### src/rtl/dlsc_mt9v032_pkg.sv
// Shared definitions for the MT9V032 camera pipeline: scheduler state encoding
// and compile-time width helpers.
package dlsc_mt9v032_pkg;

    typedef enum logic [1:0] {
        ST_IDLE = 2'd0,
        ST_XFER = 2'd1,
        ST_NEXT = 2'd2
    } state_t;

    function automatic int clog2(input int value);
        int r;
        r = 0;
        while ((32'sd1 << r) < value) begin
            r = r + 1;
        end
        return r;
    endfunction

    // Never returns zero so a degenerate parameter still yields a legal vector.
    function automatic int clog2_min1(input int value);
        return (clog2(value) < 1) ? 1 : clog2(value);
    endfunction

endpackage

### src/rtl/dlsc_mt9v032_line_mux_if.sv
// Per-camera input streams and the merged, tagged output stream of the line mux.
interface dlsc_mt9v032_line_mux_if #(
    parameter int CAMERAS = 2,
    parameter int DATA    = 10
);
    import dlsc_mt9v032_pkg::*;

    localparam int CAM_BITS = clog2_min1(CAMERAS);

    logic [CAMERAS-1:0]      in_ready;
    logic [CAMERAS-1:0]      in_valid;
    logic [CAMERAS*DATA-1:0] in_data;
    logic                    out_ready;
    logic                    out_valid;
    logic [DATA-1:0]         out_data;
    logic [CAM_BITS-1:0]     out_cam;
    logic                    out_eol;
    logic                    out_eof;

    modport master (
        output in_ready,
        input  in_valid,
        input  in_data,
        input  out_ready,
        output out_valid,
        output out_data,
        output out_cam,
        output out_eol,
        output out_eof
    );

    modport slave (
        input  in_ready,
        output in_valid,
        output in_data,
        output out_ready,
        input  out_valid,
        input  out_data,
        input  out_cam,
        input  out_eol,
        input  out_eof
    );

endinterface

### src/rtl/dlsc_mt9v032_line_mux.sv
// Line-interleaving scheduler: grants enabled cameras in ascending order, one
// full line each, and tags every merged pixel with camera ID, EOL and EOF.
module dlsc_mt9v032_line_mux
    import dlsc_mt9v032_pkg::*;
#(
    parameter int CAMERAS = 2,
    parameter int DATA    = 10,
    parameter int HDISP   = 752,
    parameter int VDISP   = 480
) (
    input  logic                          px_clk,
    input  logic                          px_rst_n,
    input  logic [CAMERAS-1:0]            cfg_enable,
    dlsc_mt9v032_line_mux_if.master       bus,
    output logic                          busy
);

    localparam int CAM_BITS = clog2_min1(CAMERAS);
    localparam int COL_W    = clog2_min1(HDISP);
    localparam int ROW_W    = clog2_min1(VDISP);

    localparam logic [COL_W-1:0] COL_LAST = COL_W'(HDISP - 1);
    localparam logic [ROW_W-1:0] ROW_LAST = ROW_W'(VDISP - 1);

    state_t               state_r;
    logic [CAM_BITS-1:0]  sel_r;
    logic [COL_W-1:0]     col_r;
    logic [ROW_W-1:0]     row_r;
    logic [CAMERAS-1:0]   mask_r;

    logic                 out_valid_r;
    logic [DATA-1:0]      out_data_r;
    logic [CAM_BITS-1:0]  out_cam_r;
    logic                 out_eol_r;
    logic                 out_eof_r;

    logic [CAM_BITS-1:0]  first_cfg_s;
    logic [CAM_BITS-1:0]  first_mask_s;
    logic [CAM_BITS-1:0]  next_sel_s;
    logic                 has_next_s;
    logic                 room_s;
    logic                 adv_s;
    logic                 last_col_s;
    logic [CAMERAS-1:0]   in_ready_s;
    logic [DATA-1:0]      sel_data_s;

    // Priority search over the enable/mask vectors; scanning downward leaves the lowest hit.
    always_comb begin
        first_cfg_s  = '0;
        first_mask_s = '0;
        next_sel_s   = '0;
        has_next_s   = 1'b0;
        for (int j = CAMERAS - 1; j >= 0; j--) begin
            first_cfg_s  = cfg_enable[j] ? CAM_BITS'(j) : first_cfg_s;
            first_mask_s = mask_r[j]     ? CAM_BITS'(j) : first_mask_s;
            next_sel_s   = (mask_r[j] && (j > int'(sel_r))) ? CAM_BITS'(j) : next_sel_s;
            has_next_s   = has_next_s | (mask_r[j] && (j > int'(sel_r)));
        end
    end

    // Handshake decode for the granted camera.
    always_comb begin
        room_s     = !out_valid_r || bus.out_ready;
        adv_s      = (state_r == ST_XFER) && bus.in_valid[sel_r] && room_s;
        last_col_s = (col_r == COL_LAST);
        sel_data_s = bus.in_data[int'(sel_r)*DATA +: DATA];
        in_ready_s = '0;
        if ((state_r == ST_XFER) && room_s) begin
            in_ready_s[sel_r] = 1'b1;
        end else begin
            in_ready_s = '0;
        end
    end

    // Scheduler FSM plus the single-stage output register.
    always_ff @(posedge px_clk) begin
        if (!px_rst_n) begin
            state_r     <= ST_IDLE;
            sel_r       <= '0;
            col_r       <= '0;
            row_r       <= '0;
            mask_r      <= '0;
            out_valid_r <= 1'b0;
            out_data_r  <= '0;
            out_cam_r   <= '0;
            out_eol_r   <= 1'b0;
            out_eof_r   <= 1'b0;
        end else begin
            if (adv_s) begin
                out_valid_r <= 1'b1;
                out_data_r  <= sel_data_s;
                out_cam_r   <= sel_r;
                out_eol_r   <= last_col_s;
                out_eof_r   <= last_col_s && (row_r == ROW_LAST) && !has_next_s;
            end else if (bus.out_ready) begin
                out_valid_r <= 1'b0;
            end else begin
                out_valid_r <= out_valid_r;
            end

            case (state_r)
                ST_IDLE: begin
                    mask_r <= cfg_enable;
                    if (cfg_enable != '0) begin
                        sel_r   <= first_cfg_s;
                        row_r   <= '0;
                        col_r   <= '0;
                        state_r <= ST_XFER;
                    end else begin
                        state_r <= ST_IDLE;
                    end
                end
                ST_XFER: begin
                    if (adv_s && last_col_s) begin
                        col_r   <= '0;
                        state_r <= ST_NEXT;
                    end else if (adv_s) begin
                        col_r   <= col_r + COL_W'(1);
                    end else begin
                        col_r   <= col_r;
                    end
                end
                // Bubble cycle between lines: pick the next camera or wrap to the next row.
                ST_NEXT: begin
                    if (has_next_s) begin
                        sel_r   <= next_sel_s;
                        state_r <= ST_XFER;
                    end else if (row_r == ROW_LAST) begin
                        row_r   <= '0;
                        state_r <= ST_IDLE;
                    end else begin
                        sel_r   <= first_mask_s;
                        row_r   <= row_r + ROW_W'(1);
                        state_r <= ST_XFER;
                    end
                end
                default: begin
                    state_r <= ST_IDLE;
                end
            endcase
        end
    end

    assign bus.in_ready  = in_ready_s;
    assign bus.out_valid = out_valid_r;
    assign bus.out_data  = out_data_r;
    assign bus.out_cam   = out_cam_r;
    assign bus.out_eol   = out_eol_r;
    assign bus.out_eof   = out_eof_r;
    assign busy          = (state_r != ST_IDLE);

endmodule

### src/flat_wrapper.sv
// flat-port wrapper written by rule: the top's interface ports become plain ports
module dlsc_mt9v032_line_mux_flat import dlsc_mt9v032_pkg::*;
#(
    parameter int CAMERAS = 2,
    parameter int DATA    = 10,
    parameter int HDISP   = 752,
    parameter int VDISP   = 480
)
  (px_clk, px_rst_n, cfg_enable, busy, bus_in_ready, bus_in_valid, bus_in_data, bus_out_ready, bus_out_valid, bus_out_data, bus_out_cam, bus_out_eol, bus_out_eof);
  dlsc_mt9v032_line_mux_if #(.CAMERAS(CAMERAS), .DATA(DATA)) bus_i ();
  input  logic px_clk;
  input  logic px_rst_n;
  input  logic [CAMERAS-1:0] cfg_enable;
  output logic busy;
  output wire logic [$bits(bus_i.in_ready)-1:0] bus_in_ready;
  input wire logic [$bits(bus_i.in_valid)-1:0] bus_in_valid;
  input wire logic [$bits(bus_i.in_data)-1:0] bus_in_data;
  input wire logic [$bits(bus_i.out_ready)-1:0] bus_out_ready;
  output wire logic [$bits(bus_i.out_valid)-1:0] bus_out_valid;
  output wire logic [$bits(bus_i.out_data)-1:0] bus_out_data;
  output wire logic [$bits(bus_i.out_cam)-1:0] bus_out_cam;
  output wire logic [$bits(bus_i.out_eol)-1:0] bus_out_eol;
  output wire logic [$bits(bus_i.out_eof)-1:0] bus_out_eof;
  assign bus_in_ready = bus_i.in_ready;
  assign bus_i.in_valid = bus_in_valid;
  assign bus_i.in_data = bus_in_data;
  assign bus_i.out_ready = bus_out_ready;
  assign bus_out_valid = bus_i.out_valid;
  assign bus_out_data = bus_i.out_data;
  assign bus_out_cam = bus_i.out_cam;
  assign bus_out_eol = bus_i.out_eol;
  assign bus_out_eof = bus_i.out_eof;
  dlsc_mt9v032_line_mux #(.CAMERAS(CAMERAS), .DATA(DATA), .HDISP(HDISP), .VDISP(VDISP)) u_core (.px_clk(px_clk), .px_rst_n(px_rst_n), .cfg_enable(cfg_enable), .bus(bus_i), .busy(busy));
endmodule
### config.mk
export PLATFORM = sky130hd
export DESIGN_NAME = dlsc_mt9v032_line_mux_flat
export DESIGN_NICKNAME = d
export VERILOG_FILES = /design/src/rtl/dlsc_mt9v032_pkg.sv /design/src/rtl/dlsc_mt9v032_line_mux_if.sv /design/src/rtl/dlsc_mt9v032_line_mux.sv /design/src/flat_wrapper.sv
export SDC_FILE = /design/constraint.sdc
export NUM_CORES = 1
export LEC_CHECK = 0
export ABC_AREA = 0
export BUFFER_PORTS_ARGS = -buffer_cell sky130_fd_sc_hd__buf_4
export CELL_PAD_IN_SITES_DETAIL_PLACEMENT = 0
export CELL_PAD_IN_SITES_GLOBAL_PLACEMENT = 1
export CORE_MARGIN = 5
export CORE_UTILIZATION = 35
export DETAILED_ROUTE_END_ITERATION = 6
export GPL_TIMING_DRIVEN = 0
export PLACE_DENSITY_LB_ADDON = 0.25
export SLEW_MARGIN = 20
export SYNTH_ARGS = -nofsm -noshare
export SYNTH_HDL_FRONTEND = slang
export SYNTH_SLANG_ARGS = --single-unit
### constraint.sdc
create_clock -name px_clk -period 2.2 [get_ports px_clk]
set_clock_uncertainty 0.15 [all_clocks]
set_input_delay 0.44 -clock px_clk [delete_from_list [all_inputs] [get_ports px_clk]]
set_output_delay 0.44 -clock px_clk [all_outputs]
set_load 0.02 [all_outputs]
==> run_results.csv, run 1 <==
group,metric,value,unit
die,die_w,81.3,um
die,io_pins,44,
die,num_rows,26,
yosys,synth_nets,231,
clocking,htreeDepth,2,
pwr,pwr-share-seq,49.5,%
pwr,pwr-share-comb,16.9,%
pwr,internal_power,1.08,mW
routing,drt-pass1-iter-count,4,
final_layout,nFillCells,554,
yosys,netlist_area,1780,um^2
pwr,power-per-cell-area,648,nW/um^2
final_layout,synthToLayoutAreaGrowth,28.4,%
die,start_util,35.5,%
die,die_area,6600,um^2
pwr,leakage,0.893,nW
clocking,clk_pin_slew,0.08,ns
clocking,clk_root_buffer_cell,"clkbuf_8",
yosys,synthCells,202,
outcome,status,"complete, no violations",
routing,drt-initial-drc-count,57,
die,core,5010,um^2
global_routing,gr-total-overflow,0,
yosys,ys_ff_latch,38,
pwr,switching_share,26.8,%
routing,antenna_left,0,
global_routing,grt_pass1_vias,1326,
placed_design,placed_cells,315,
sta,setup-tns-final,0,ns
sta,slew_viol_final,0,
pwr,vdd_drop_max,0.265,mV
routing,drt_wl_total,3.95,mm
yosys,synth.area.top_cells,"dfxtp_1 43%, nor2_1 8.2%, mux2i_1 6.2%",
job,maxCapViolations,0,
global_routing,busiest_layer,"met2",
yosys,synth_cell_type_count,39,
yosys,synth_top_cell_by_area,"dfxtp_1",
global_routing,grt_pass1_wl,6.29,mm
yosys,ys_warn_count,0,
sta,max_freq,502,MHz
final_layout,mostFrequentLayoutCells,"44 x buf_4, 39 x nor2_1, 38 x dfxtp_1",
sta,grt_setup_unrepaired,"false",
worst_setup_path,path_class,"reg -> out",
global_routing,grt_util_met1,16.0,%
clocking,cts_buffer_depth,2,
worst_setup_path,crit_arrival,1.40,ns
yosys,yosys.area.top_type_share,42.8,%
clocking,tritoncts,"done",
clocking,cts_inserted_buffers,5,
global_routing,grt_max_degree,19,
yosys,synth_edf_count,0,
global_routing,met3_usage,3.22,%
final_layout,layout-drive-gt1-share,24.2,%
clocking,cts_hold_buf,0,
final_layout,final_nets,280,
yosys,avgSynthCellArea,8.80,um^2
sta,setup-violations-final,0,
final_layout,final_common_cell,"buf_4",
placed_design,pre_cts_ws,0.186,ns
worst_setup_path,cp-end-kind,"output port",
global_routing,antenna_found_initial,0,
routing,vias_per_cell,4.75,
yosys,synthFlopType,"dfxtp_1",
global_routing,met2_usage,19.5,%
sta,finalHoldViolCount,0,
placed_design,gp_congestion,0.727,
clocking,cts.sinks,38,
pwr,p_clk_share,33.6,%
min_path,min_path_type,"in -> reg",
clocking,clock_latency,0.29,ns
yosys,synth-seq-area-share,42.8,%
placed_design,place_hpwl,3.05,mm
worst_setup_path,cp-start-kind,"flip-flop",
sta,period_needed,1.99,ns
yosys,postSynth.asyncResetShare,0,%
routing,vias,1530,
pwr,p_sw,396,uW
routing,wl_per_cell,12.3,um
routing,drt_drc_violations_left,0,
global_routing,grt_usage,12.4,%
die,dieHeight,81.3,um
placed_design,port-buffer-count,43,
final_layout,n_antenna_cell,0,
worst_setup_path,cp.required,1.61,ns
final_layout,finalNonFillerCells,322,
sta,worst_slack,0.207,ns
worst_setup_path,critPathMaxFanout,7,
sta,tightest_slew,0.491,ns
sta,post-route-period-util,90.6,%
sta,slew_headroom,67.2,%
## power groups by stage
stage	Clock [mW]	Combinational, mW	Sequential (mW)
global placement	0	0.255	0.748
finish	0.497	0.250	0.732
detailed placement	0	0.255	0.748
floorplan	0	0.131	0.767
global route	0.548	0.274	0.736
CTS	0.512	0.254	0.732
## worst max-delay path: stages, from the launching register on
cell	delay, ns
dfxtp_1	0.46
nand2b_4	0.24
nor2_1	0.09
and2_1	0.17
buf_4	0.15
## what timing repair did
action / 4_1_cts / 5_1_grt
setup endpoints to repair: 2 / 1
gates resized for setup: 0 / 1
setup buffers: 0 / 0
## stage by stage
stage	cell area, um^2	hold WS [ns]	total power, mW	util [%]
3_5_place_dp	2190	0.315	1.00	43.7
3_3_place_gp	2190	0.309	1.00	43.7
4_1_cts	2280	0.255	1.50	45.5
6_report	2280	0.267	1.48	45.5
2_1_floorplan	1780	0.286	0.898	-
5_1_grt	2280	0.271	1.56	45.5
## cells in the mapped netlist, drive strengths merged (5+ instances only)
cell	count
nor2b	5
dfxtp	38
a211oi	11
nand4	8
nor2	39
clkbuf	5
mux2i	12
nand3	5
nand2	13
o21ai	5
xor2	10
a21oi	8
## final cells by class
| cell class | instances | area, um^2 | share of cell area, % |
|---|---|---|---|
| Multi-Input combinational cell | 151 | 956 | 41.9 |
| Sequential cell | 38 | 761 | 33.4 |
| Timing Repair Buffer | 43 | 323 | 14.2 |
| Tap cell | 70 | 87.6 | 3.84 |
| Clock buffer | 6 | 82.6 | 3.62 |
| Buffer | 8 | 43.8 | 1.92 |
| Inverter | 4 | 15.0 | 0.658 |
| Clock inverter | 2 | 12.5 | 0.549 |
## layer usage
layer,wire length (um),vias up
li1,-,805
met4,63,0
met3,180,6
met1,1810,694
met5,0,-
met2,1900,25
## cell families (layout without fill, tap and decap cells)
kind of cell	Yosys count	after routing	synth area share (%)
adders and majority gates	2	2	1.41
DFF	38	38	42.8
buffers and inverters	13	63	3.52
AOI/OAI and AO/OA	34	34	13.0
xor gates and xnor gates	14	14	6.90
muxes	12	12	6.97
and+or+nand+nor	89	89	25.4
## state kept, by name, summed over array words and instances, names as in the netlist
register,flops
u_core.bus.out_cam,1
u_core.bus.out_data,10
u_core.bus.out_eof,1
u_core.bus.out_eol,1
u_core.bus.out_valid,1
u_core.col_r,10
u_core.mask_r,2
u_core.row_r,9
u_core.sel_r,1
u_core.state_r,2
## worst paths after layout
check	slack [ns]	start	cells past startpoint	endpoint
worst max-delay path	0.21	u_core.state_r[1]	4	bus_in_ready[1]
worst min-delay path	0.27	px_rst_n	2	u_core.col_r[4]
worst max register to register	0.30	u_core.sel_r	7	u_core.row_r[6]
worst min register to register	0.32	u_core.mask_r[0]	2	u_core.mask_r[0]
(Power assumes the default switching activity.)
==> run 2, diff against run 1 <==
GPL_TIMING_DRIVEN = not set   (was 0)
==> run_results.csv, run 2 (synthesis gave the netlist of run 1 again) <==
group,metric,value,unit
clocking,post_cts_buffers,0,
global_routing,antenna_found_initial,0,
placed_design,port-buffer-count,43,
placed_design,place_hpwl,2.92,mm
worst_setup_path,ff2ff_path_depth,6,
clocking,cts_inserted_buffers,5,
final_layout,mostFrequentLayoutCells,"49 x buf_4, 39 x nor2_1, 38 x dfxtp_1",
worst_setup_path,critPathMaxFanout,7,
routing,drt_drc_violations_left,0,
routing,antenna_left,0,
global_routing,grt_pass1_wl,6.45,mm
outcome,status,"complete, no violations",
global_routing,grt_max_degree,23,
worst_setup_path,r2r-end,"u_core.row_r[6]",
routing,wl_per_cell,12.2,um
worst_setup_path,crit_arrival,1.39,ns
die,core,5010,um^2
sta,period_needed,1.98,ns
routing,vias,1498,
pwr,power-per-cell-area,683,nW/um^2
routing,drt-pass1-iter-count,4,
sta,grt_setup_unrepaired,"false",
min_path,hold_depth,2,
pwr,p_clk_share,37.5,%
job,maxCapViolations,0,
die,io_pins,44,
clocking,clk_pin_slew,0.08,ns
sta,setup-tns-final,0,ns
min_path,worstHoldStart,"px_rst_n",
final_layout,regArea,761,um^2
sta,finalHoldViolCount,0,
pwr,switching_share,25.5,%
clocking,tritoncts,"done",
worst_setup_path,cp_slowest_cell,"dfxtp_1",
global_routing,grt_pass1_vias,1406,
pwr,p_sw,400,uW
final_layout,multiInputGateArea,953,um^2
sta,tightest_slew,0.456,ns
final_layout,final_common_cell,"buf_4",
pwr,vdd_drop_max,0.433,mV
clocking,cts_hold_buf,0,
sta,post-route-period-util,90.2,%
routing,drt_wl_total,3.91,mm
sta,slew_viol_final,0,
die,die_area,6600,um^2
min_path,min_to,"u_core.col_r[4]",
placed_design,gp_congestion,0.759,
sta,max_freq,504,MHz
final_layout,synthToLayoutAreaGrowth,29.4,%
pwr,pwr-share-comb,15.8,%
pwr,internal_power,1.17,mW
final_layout,layout-drive-gt1-share,24.8,%
final_layout,nFillCells,531,
global_routing,grt_usage,12.5,%
worst_setup_path,r2r_start,"u_core.sel_r",
worst_setup_path,r2r_slack,0.37,ns
die,die_w,81.3,um
min_path,min_path_type,"in -> reg",
pwr,leakage,0.902,nW
clocking,cts.sinks,38,
final_layout,final_nets,278,
final_layout,n_antenna_cell,0,
global_routing,gr-total-overflow,0,
routing,vias_per_cell,4.68,
clocking,htreeDepth,2,
sta,slew_headroom,69.4,%
worst_setup_path,cp-start-kind,"flip-flop",
clocking,cts_buffer_depth,2,
pwr,pwr-share-seq,46.8,%
sta,setup-violations-final,0,
routing,drt-initial-drc-count,75,
worst_setup_path,path_class,"reg -> out",
pwr,p_total,1.57,mW
clocking,clock_latency,0.29,ns
die,num_rows,26,
worst_setup_path,cp.required,1.61,ns
clocking,clk_root_buffer_cell,"clkbuf_8",
worst_setup_path,cp-end-kind,"output port",
clocking,cts_resized,0,
die,start_util,35.5,%
die,dieHeight,81.3,um
worst_setup_path,crit_chain,"nand2b_4 > nor2_1 > and2_1 > buf_4",
worst_setup_path,cpPeakStageDelay,0.49,ns
==> run 2: critical path, delay by kind of cell, from the launching register on <==
family	cells	cell delay, ns
buf+inv	1	0.13
flops	1	0.49
simple gates	3	0.49
==> run 2: area by class of cell <==
| cell class | instances | share of cell area [%] |
|---|---|---|
| Multi-Input combinational cell | 151 | 41.5 |
| Sequential cell | 38 | 33.1 |
| Tap cell | 70 | 3.81 |
| Clock inverter | 3 | 1.96 |
| Clock buffer | 5 | 2.99 |
| Inverter | 4 | 0.653 |
| Timing Repair Buffer | 49 | 16.0 |
==> run 2: how the worst max path moves through the flow <==
stage,end,cells after the start,from,slack (ns)
after detailed placement,u_core.row_r[6],7,cfg_enable[0],0.32
after global placement,u_core.col_r[6],7,bus_out_ready,0.36
final,bus_in_ready[1],4,u_core.state_r[0],0.22
after CTS,bus_in_ready[1],4,u_core.state_r[0],0.22
after global routing,bus_in_ready[1],4,u_core.state_r[0],0.14
after floorplan,bus_in_ready[0],3,u_core.sel_r,0.41
==> run 2: power by group through the flow <==
stage / sequential, mW / clock [mW] / combinational [mW]
floorplan: 0.767 / 0 / 0.131
global placement: 0.750 / 0 / 0.248
detailed placement: 0.751 / 0 / 0.251
CTS: 0.734 / 0.608 / 0.251
global route: 0.739 / 0.644 / 0.272
finish: 0.734 / 0.588 / 0.247
==> run 2: metrics by stage <==
step / area [um^2] / utilization (%) / hold slack, ns / cells / setup slack (ns)
after global placement: 2180 / 43.6 / 0.306 / 312 / 0.358
after global routing: 2300 / 45.9 / 0.280 / 320 / 0.141
after CTS: 2300 / 45.9 / 0.270 / 320 / 0.216
final: 2300 / 45.9 / 0.274 / 320 / 0.216
after detailed placement: 2180 / 43.6 / 0.308 / 312 / 0.318
after floorplan: 1780 / - / 0.286 / 202 / 0.413
==> run 2: routing by layer <==
layer	track usage [%]	share of wire, %
met3	3.66	4.0
met4	4.56	0.77
met5	0	0
met2	20.5	49
met1	15.5	46
==> run 3, diff against run 2 <==
GPL_ROUTABILITY_DRIVEN = 0   (was not set)
PLACE_DENSITY = 0.7   (was not set)
PLACE_DENSITY_LB_ADDON = not set   (was 0.25)
==> run_results.csv, run 3 (synthesis gave the netlist of run 1 again) <==
group,metric,value,unit
outcome,status,"complete, no violations",
final_layout,final_common_cell,"buf_4",
routing,drt_drc_violations_left,0,
sta,post-route-period-util,89.4,%
pwr,pwr-share-comb,17.4,%
die,core,5010,um^2
clocking,clk_pin_slew,0.07,ns
sta,slew_viol_final,0,
die,die_w,81.3,um
worst_setup_path,crit_family,"simple AND/OR/NAND/NOR gates",
sta,finalHoldViolCount,0,
die,dieHeight,81.3,um
final_layout,mostFrequentLayoutCells,"49 x buf_4, 39 x nor2_1, 38 x dfxtp_1",
sta,period_needed,1.97,ns
worst_setup_path,crit_arrival,1.38,ns
die,io_pins,44,
placed_design,place_hpwl,3.05,mm
pwr,power-per-cell-area,633,nW/um^2
clocking,clock_latency,0.29,ns
worst_setup_path,ff2ff_path_depth,6,
worst_setup_path,crit_cells,4,
worst_setup_path,critPathMaxFanout,7,
worst_setup_path,cp.required,1.61,ns
pwr,p_total,1.43,mW
die,die_area,6600,um^2
pwr,internal_power,1.05,mW
global_routing,antenna_found_initial,0,
worst_setup_path,path_class,"reg -> out",
clocking,htreeDepth,2,
sta,setup-tns-final,0,ns
final_layout,final_nets,278,
clocking,cts_hold_buf,0,
min_path,min_to,"u_core.bus.out_cam",
clocking,cts_resized,0,
pwr,p_clk_share,31.3,%
clocking,cts.sinks,38,
sta,tightest_slew,0.413,ns
pwr,switching_share,26.6,%
worst_setup_path,cpPeakStageDelay,0.46,ns
global_routing,grt_pass1_wl,6.96,mm
pwr,leakage,0.890,nW
routing,drt-initial-drc-count,37,
global_routing,gr-total-overflow,0,
worst_setup_path,r2r_slack,0.42,ns
worst_setup_path,r2r_start,"u_core.state_r[0]",
min_path,hold_depth,2,
global_routing,grt_pass1_vias,1485,
routing,vias_per_cell,4.78,
pwr,pwr-share-seq,51.3,%
routing,wl_per_cell,13.0,um
clocking,post_cts_buffers,0,
worst_setup_path,cp-start-kind,"flip-flop",
clocking,tritoncts,"done",
sta,slew_headroom,72.2,%
worst_setup_path,cp_num_buf_inv,1,
min_path,min_path_type,"in -> reg",
placed_design,port-buffer-count,43,
pwr,p_sw,381,uW
clocking,cts_buffer_depth,2,
final_layout,n_antenna_cell,0,
die,num_rows,26,
routing,antenna_left,0,
sta,max_freq,509,MHz
job,maxCapViolations,0,
pwr,vdd_drop_max,0.307,mV
sta,setup-violations-final,0,
worst_setup_path,r2r-end,"u_core.col_r[4]",
worst_setup_path,crit_chain,"nand2b_4 > nor2_1 > and2_1 > buf_4",
global_routing,grt_usage,13.5,%
clocking,cts_inserted_buffers,5,
routing,drt_wl_total,4.13,mm
global_routing,grt_max_degree,23,
sta,grt_setup_unrepaired,"false",
routing,vias,1526,
min_path,worstHoldStart,"px_rst_n",
worst_setup_path,cp_slowest_cell,"dfxtp_1",
worst_setup_path,cp-end-kind,"output port",
routing,drt-pass1-iter-count,4,
die,start_util,35.5,%
final_layout,layout-drive-gt1-share,23.7,%
final_layout,synthToLayoutAreaGrowth,27.3,%
clocking,clk_root_buffer_cell,"clkbuf_8",
-- run 3: power by group through the flow --
stage	Clock, mW	Sequential, mW	Combinational [mW]
after global routing	0.503	0.740	0.273
after detailed placement	0	0.750	0.251
after floorplan	0	0.767	0.131
after CTS	0.469	0.735	0.252
final	0.448	0.735	0.248
after global placement	0	0.750	0.251
-- run 3: per-stage QoR --
stage | util (%) | setup slack (ns) | hold slack, ns | std cells | instance area [um^2]
after floorplan | - | 0.413 | 0.286 | 202 | 1780
after global placement | 43.6 | 0.354 | 0.305 | 312 | 2180
after detailed placement | 43.6 | 0.314 | 0.309 | 312 | 2180
after CTS | 45.1 | 0.232 | 0.267 | 319 | 2260
after global routing | 45.1 | 0.156 | 0.287 | 319 | 2260
final | 45.1 | 0.234 | 0.275 | 319 | 2260
-- run 3: worst max-delay path by stage --
stage / start / to
global placement: bus_out_ready / u_core.col_r[7]
global route: u_core.state_r[0] / bus_in_ready[1]
finish: u_core.state_r[1] / bus_in_ready[1]
CTS: u_core.state_r[1] / bus_in_ready[1]
detailed placement: bus_out_ready / u_core.col_r[4]
floorplan: u_core.sel_r / bus_in_ready[0]
-- run 3: layout make-up --
cell class,instances,area [um^2]
Sequential cell,38,761
Timing Repair Buffer,49,368
Tap cell,70,87.6
Fill cell,548,2750
Multi-Input combinational cell,151,953
Clock buffer,7,76.3
Inverter,4,15.0
-- run 3: layer usage --
layer	vias to the layer above	share of wire, %	global-route usage, %
met1	694	49	17.7
li1	799	-	-
met5	-	0	0
met3	10	3.7	3.55
met4	0	1.9	5.91
met2	23	46	20.7
